File: src/rtl/alu_exec.sv
// rtl/alu_exec.sv - RV32I integer execute unit with ROB-tagged result broadcast
// Optional ALU_PIPE2_EN: registers compare/shift results before the target/result mux (2-cycle latency).

`ifndef OP_WID
`define OP_WID 7
`endif
`ifndef FUNCT3_WID
`define FUNCT3_WID 3
`endif
`ifndef ROB_POS_WID
`define ROB_POS_WID 4
`endif

module alu_exec (
    input  logic                    clk,
    input  logic                    rst,
    input  logic                    rdy,
    input  logic                    rollback,
    input  logic                    alu_en,
    input  logic [31:0]             alu_val1,
    input  logic [31:0]             alu_val2,
    input  logic [31:0]             alu_imm,
    input  logic [31:0]             alu_pc,
    input  logic [`OP_WID-1:0]      alu_opcode,
    input  logic [`FUNCT3_WID-1:0]  alu_funct3,
    input  logic                    alu_funct7,
    input  logic [`ROB_POS_WID-1:0] alu_rob_pos,
    output logic                    alu_result,
    output logic [31:0]             alu_result_val,
    output logic [`ROB_POS_WID-1:0] alu_result_rob_pos,
    output logic                    alu_result_jump,
    output logic [31:0]             alu_result_pc
);

    localparam logic [6:0] OPC_LUI    = 7'b0110111;
    localparam logic [6:0] OPC_AUIPC  = 7'b0010111;
    localparam logic [6:0] OPC_JAL    = 7'b1101111;
    localparam logic [6:0] OPC_JALR   = 7'b1100111;
    localparam logic [6:0] OPC_BRANCH = 7'b1100011;
    localparam logic [6:0] OPC_OPIMM  = 7'b0010011;
    localparam logic [6:0] OPC_OP     = 7'b0110011;

    localparam logic [2:0] K_LUI   = 3'd0;
    localparam logic [2:0] K_AUIPC = 3'd1;
    localparam logic [2:0] K_JAL   = 3'd2;
    localparam logic [2:0] K_JALR  = 3'd3;
    localparam logic [2:0] K_BR    = 3'd4;
    localparam logic [2:0] K_ALU   = 3'd5;
    localparam logic [2:0] K_BAD   = 3'd6;

    typedef struct packed {
        logic [2:0]              kind;
        logic                    cond;
        logic [31:0]             alu_val;
        logic [31:0]             pc;
        logic [31:0]             imm;
        logic [31:0]             val1;
        logic [`ROB_POS_WID-1:0] rob_pos;
    } s1_t;

    logic        capture;
    logic [31:0] op2;
    logic [4:0]  shamt;
    logic        lt_s;
    logic        lt_u;
    logic        eq;
    s1_t         s1_c;

    assign capture = alu_en && rdy && !rollback;

    // Branches and register-register ops share the comparators on val2.
    always_comb begin
        op2   = ((alu_opcode == OPC_OP) || (alu_opcode == OPC_BRANCH)) ? alu_val2 : alu_imm;
        shamt = op2[4:0];
        lt_s  = $signed(alu_val1) < $signed(op2);
        lt_u  = alu_val1 < op2;
        eq    = alu_val1 == op2;

        s1_c         = '0;
        s1_c.pc      = alu_pc;
        s1_c.imm     = alu_imm;
        s1_c.val1    = alu_val1;
        s1_c.rob_pos = alu_rob_pos;
        s1_c.kind    = K_BAD;

        case (alu_opcode)
            OPC_LUI:   s1_c.kind = K_LUI;
            OPC_AUIPC: s1_c.kind = K_AUIPC;
            OPC_JAL:   s1_c.kind = K_JAL;
            OPC_JALR:  s1_c.kind = K_JALR;
            OPC_BRANCH: begin
                s1_c.kind = K_BR;
                case (alu_funct3)
                    3'b000:  s1_c.cond = eq;
                    3'b001:  s1_c.cond = !eq;
                    3'b100:  s1_c.cond = lt_s;
                    3'b101:  s1_c.cond = !lt_s;
                    3'b110:  s1_c.cond = lt_u;
                    3'b111:  s1_c.cond = !lt_u;
                    default: s1_c.kind = K_BAD;
                endcase
            end
            OPC_OPIMM, OPC_OP: begin
                s1_c.kind = K_ALU;
                case (alu_funct3)
                    3'b000: s1_c.alu_val = (alu_opcode == OPC_OP && alu_funct7) ?
                                           alu_val1 - op2 : alu_val1 + op2;
                    3'b001: s1_c.alu_val = alu_val1 << shamt;
                    3'b010: s1_c.alu_val = {31'd0, lt_s};
                    3'b011: s1_c.alu_val = {31'd0, lt_u};
                    3'b100: s1_c.alu_val = alu_val1 ^ op2;
                    3'b101: s1_c.alu_val = alu_funct7 ?
                                           32'($signed(alu_val1) >>> shamt) : alu_val1 >> shamt;
                    3'b110: s1_c.alu_val = alu_val1 | op2;
                    default: s1_c.alu_val = alu_val1 & op2;
                endcase
            end
            default: s1_c.kind = K_BAD;
        endcase
    end

    logic st2_valid;
    s1_t  st2;

`ifdef ALU_PIPE2_EN
    s1_t  s1_q;
    s1_t  s1_d;
    logic s1_valid_q;
    logic s1_valid_d;

    always_comb begin
        s1_valid_d = s1_valid_q;
        s1_d       = s1_q;
        if (rdy) begin
            s1_valid_d = capture;
            if (capture) begin
                s1_d = s1_c;
            end
        end
    end

    always_ff @(posedge clk) begin
        if (rst) begin
            s1_valid_q <= 1'b0;
            s1_q       <= '0;
        end else begin
            s1_valid_q <= s1_valid_d;
            s1_q       <= s1_d;
        end
    end

    assign st2_valid = s1_valid_q;
    assign st2       = s1_q;
`else
    assign st2_valid = capture;
    assign st2       = s1_c;
`endif

    logic [31:0] pc_plus4;
    logic [31:0] pc_plus_imm;
    logic [31:0] fin_val;
    logic        fin_jump;
    logic [31:0] fin_pc;

    always_comb begin
        pc_plus4    = st2.pc + 32'd4;
        pc_plus_imm = st2.pc + st2.imm;
        fin_val     = 32'd0;
        fin_jump    = 1'b0;
        fin_pc      = pc_plus4;
        case (st2.kind)
            K_LUI:   fin_val = st2.imm;
            K_AUIPC: fin_val = pc_plus_imm;
            K_JAL: begin
                fin_val  = pc_plus4;
                fin_jump = 1'b1;
                fin_pc   = pc_plus_imm;
            end
            K_JALR: begin
                fin_val  = pc_plus4;
                fin_jump = 1'b1;
                fin_pc   = (st2.val1 + st2.imm) & ~32'd1;
            end
            K_BR: begin
                fin_jump = st2.cond;
                fin_pc   = st2.cond ? pc_plus_imm : pc_plus4;
            end
            K_ALU:   fin_val = st2.alu_val;
            default: fin_val = 32'd0;
        endcase
    end

    logic                    res_valid_q, res_valid_d;
    logic [31:0]             res_val_q, res_val_d;
    logic [`ROB_POS_WID-1:0] res_rob_q, res_rob_d;
    logic                    res_jump_q, res_jump_d;
    logic [31:0]             res_pc_q, res_pc_d;

    // A stalled broadcast stays visible; it drops on the first enabled edge.
    always_comb begin
        res_valid_d = res_valid_q;
        res_val_d   = res_val_q;
        res_rob_d   = res_rob_q;
        res_jump_d  = res_jump_q;
        res_pc_d    = res_pc_q;
        if (rdy) begin
            res_valid_d = st2_valid && !rollback;
            if (st2_valid) begin
                res_val_d  = fin_val;
                res_rob_d  = st2.rob_pos;
                res_jump_d = fin_jump;
                res_pc_d   = fin_pc;
            end
        end
    end

    always_ff @(posedge clk) begin
        if (rst) begin
            res_valid_q <= 1'b0;
            res_val_q   <= 32'd0;
            res_rob_q   <= '0;
            res_jump_q  <= 1'b0;
            res_pc_q    <= 32'd0;
        end else begin
            res_valid_q <= res_valid_d;
            res_val_q   <= res_val_d;
            res_rob_q   <= res_rob_d;
            res_jump_q  <= res_jump_d;
            res_pc_q    <= res_pc_d;
        end
    end

    assign alu_result         = res_valid_q;
    assign alu_result_val     = res_val_q;
    assign alu_result_rob_pos = res_rob_q;
    assign alu_result_jump    = res_jump_q;
    assign alu_result_pc      = res_pc_q;

endmodule

File: config.mk
export PLATFORM = sky130hd
export DESIGN_NAME = alu_exec
export DESIGN_NICKNAME = d
export VERILOG_FILES = /design/src/rtl/alu_exec.sv
export SDC_FILE = /design/constraint.sdc
export NUM_CORES = 1
export LEC_CHECK = 0
export BUFFER_PORTS_ARGS = -buffer_cell sky130_fd_sc_hd__buf_2
export CORE_MARGIN = 5
export CORE_UTILIZATION = 25
export CTS_CLUSTER_SIZE = 30
export DETAILED_ROUTE_END_ITERATION = 10
export GPL_ROUTABILITY_DRIVEN = 0
export PLACE_DENSITY = 0.49
export SYNTH_ARGS = -nofsm -noshare
export SYNTH_HDL_FRONTEND = slang
export SYNTH_SLANG_ARGS = --single-unit
File: constraint.sdc
create_clock -name clk -period 11.5 [get_ports clk]
set_clock_uncertainty 0.1 [all_clocks]
set_input_delay 1.15 -clock clk [delete_from_list [all_inputs] [get_ports clk]]
set_output_delay 1.15 -clock clk [all_outputs]
set_load 0.05 [all_outputs]
==> summary.md <==
| Metric | Value |
|---|---|
| Initial antenna violation count | `4` |
| Initial DRT Pass Iterations | `6` |
| Final instance area | `19800 sq um` |
| Peak VDD IR | `78.6 uV` |
| Worst slack, placed | `4.07 ns` |
| CTS root buf | `clkbuf_16` |
| GRT overflow | `0` |
| Largest net degree at the start of global routing | `70` |
| CP required | `11.65 ns` |
| Cell Area, Placed | `19500 sq um` |
| Residual DRC count | `0` |
| Synthesized instance count | `2656` |
| Clock sinks | `70` |
| Max_slew headroom | `0.184` |
| Yosys Warn Count | `0` |
| CTS Buf Count | `9` |
| FF-to-FF path depth | `6` |
| FMAX | `139 MHz` |
| Worst Slack Setup Final | `4.30 ns` |
| Hold depth | `2` |
| Layout cells sized above 1 | `0.127` |
| # setup viols final | `0` |
| Mapped Area | `17500 sq um` |
| Filler cells | `7883` |
| Row cnt | `97` |
| Crit end category | `flip-flop` |
| Fin. Hold Viols | `0` |
| Post_cts resized | `0` |
| Synth top area share | `0.119` |
| Post-synth EDFFs | `0` |
| First-pass GRT wire length | `145000 um` |
| Mapped Nets | `2974` |
| Antenna viol nets, final | `0` |
| H-tree Lvls | `3` |
| Vias/cell | `6.20` |
| Io pins | `218` |
| CP Launch Type | `primary input` |
| Setup bufs post-CTS | `0` |
| Ys async rst share | `0` |
| Post-layout minimum cycle time | `7.20 ns` |
| Avg Cell Area, Syn | `6.60 sq um` |
| FF+latch count, synth | `70` |
| Worst-Margin Slew | `1.22 ns` |
| Status | `complete, no violations` |
| Gr usage total | `0.254` |
| Final cell count without fillers | `3701` |
| Starting Density | `0.251` |
| Vias | `22900` |
| Leakage | `0.00803 uW` |
| Worst min path class | `reg2reg` |
| Clk Latency, worst-skew pair | `0.37 ns` |
| Core Util, Final | `0.284` |
| CP Class | `in2reg` |
| Clock buffer depth | `2` |
| Crit path DAT | `7.35 ns` |
| Post-synthesis cell type count | `93` |
| Port bufs | `217` |
| DPL Wire Length | `81200 um` |
| Placed cells | `3682` |
| Core ar. | `69800 sq um` |
| Die Footprint | `75500 sq um` |
| Crit share post-route | `0.626` |
| CP Max Fanout | `69` |
| Die span in x | `275 um` |
| Top cells by area, synth | `ha_1, dfxtp_1, o21ai_0` |
| CTS tree | `yes` |
| Seq/Total Area, Yosys | `0.0800` |
| Leading area contributor after synthesis | `ha_1` |
| Max Slew Vio Count | `0` |
| Multi-input gate area | `15000 sq um` |
| Post-CTS Hold Buffers | `0` |
| Register area | `1400 sq um` |
| Vias in the first global route | `21200` |
| RSZ-0062 raised after global routing | `false` |
| Prevailing post-synth register cell | `dfxtp_1` |
| Max-cap violations | `0` |
| Drt initial violations | `3056` |
| Drt total wl | `102000 um` |
| Die Ht | `275 um` |
| TNS Setup | `0 ns` |
| Routed len/inst | `27.4 um` |
| Power density over the cells | `75.2 nW/um^2` |
| Fin nets | `3071` |
| Synthesis-to-layout area growth | `13.1%` |
| Worst-path clk slew | `0.07 ns` |
[worst max-delay path, cell delays in order]
cell,delay [ns]
buf_2,0.07
buf_4,0.36
clkinv_1,0.75
or4_1,0.81
o21ai_4,0.08
buf_4,0.62
inv_2,0.07
buf_4,0.36
fa_1,0.51
a211oi_1,0.40
o21a_1,0.23
nor3_1,0.09
a2111oi_0,0.46
buf_4,0.23
o31ai_1,0.15
a21o_1,0.22
a21o_1,0.17
a211oi_1,0.29
or4_1,0.17
a31oi_1,0.07
[sequential cells by signal (all words and copies together), names as in the netlist]
signal              count
alu_result_pc          32
alu_result_val         32
alu_result_rob_pos      4
alu_result              1
alu_result_jump         1
[per-stage QoR]
step / power [uW] / hold WS [ns]
2_1_floorplan: 827 / 0.573
3_3_place_gp: 1140 / 0.346
3_5_place_dp: 1140 / 0.348
4_1_cts: 1460 / 0.357
5_1_grt: 1560 / 0.381
6_report: 1490 / 0.355
[kinds of logic (layout without fill, tap and decap cells)]
| group | Yosys count | after routing | share of synthesized area |
|---|---|---|---|
| XOR/XNOR | 96 | 96 | 0.0484 |
| buffers and inverters | 294 | 396 | 0.0655 |
| other | 0 | 3 | 0 |
| AND/OR/NAND/NOR | 862 | 862 | 0.228 |
| AO/OA/AOI/OAI | 1094 | 1094 | 0.410 |
| flip-flops | 70 | 70 | 0.0800 |
| multiplexers | 70 | 70 | 0.0449 |
| adder cells (fa/ha/maj) | 170 | 170 | 0.123 |
[placed cells by master, fill, tap and decap left out, drive strengths merged, types with 17 or more instances in the layout]
master,netlist,layout
nand3,109,109
buf,43,264
nand4,21,21
a21oi,251,251
o22ai,23,23
a31oi,52,52
o31ai,21,21
o2111ai,17,17
o21bai,29,29
ha,167,167
dfxtp,70,70
a221oi,37,37
o21ai,288,288
or3,18,18
nor2,207,207
o221ai,32,32
xnor2,58,58
and3,29,29
nand2b,20,20
xor2,38,38
mux2i,55,55
a22oi,23,23
nor4,17,17
inv,115,115
a211oi,55,55
nor3,68,68
a21o,40,40
and2,22,22
o211ai,67,67
nand2,298,298
[where the power goes]
part           switching [uW]  internal, uW
registers                7.77           250
clock network             129           196
logic                     623           286
[cells in the mapped netlist (58+ instances only)]
library cell  count
inv_1           113
dfxtp_1          70
ha_1            167
nor2_1          207
nand3_1         109
o211ai_1         67
nand2_1         298
xnor2_1          58
o21ai_0         270
a21oi_1         249
nor3_1           65
clkbuf_1        135
[routing by layer]
layer,track usage,routed length [um],share of wire
met1,0.330,40800,0.40
met2,0.393,44100,0.43
met3,0.0643,10800,0.11
met4,0.121,5840,0.057
met5,0,22,0.00022
[layout make-up]
type,instances,share of cell area
multi-input combinational,2292,0.759
timing repair buffer,264,0.0726
sequential,70,0.0707
tap,940,0.0593
inverter,116,0.0220
clock buffer,12,0.0124
clock inverter,4,0.00353
antenna,3,0.000379
[worst paths after layout]
path	from	to	slack [ns]
max	alu_opcode[5]	alu_result_val[24]	4.30
min	alu_result_rob_pos[0]	alu_result_rob_pos[0]	0.36
max reg2reg	alu_result_val[1]	alu_result_val[1]	9.19
min reg2reg	alu_result_rob_pos[0]	alu_result_rob_pos[0]	0.36
(Power assumes the default switching activity.)
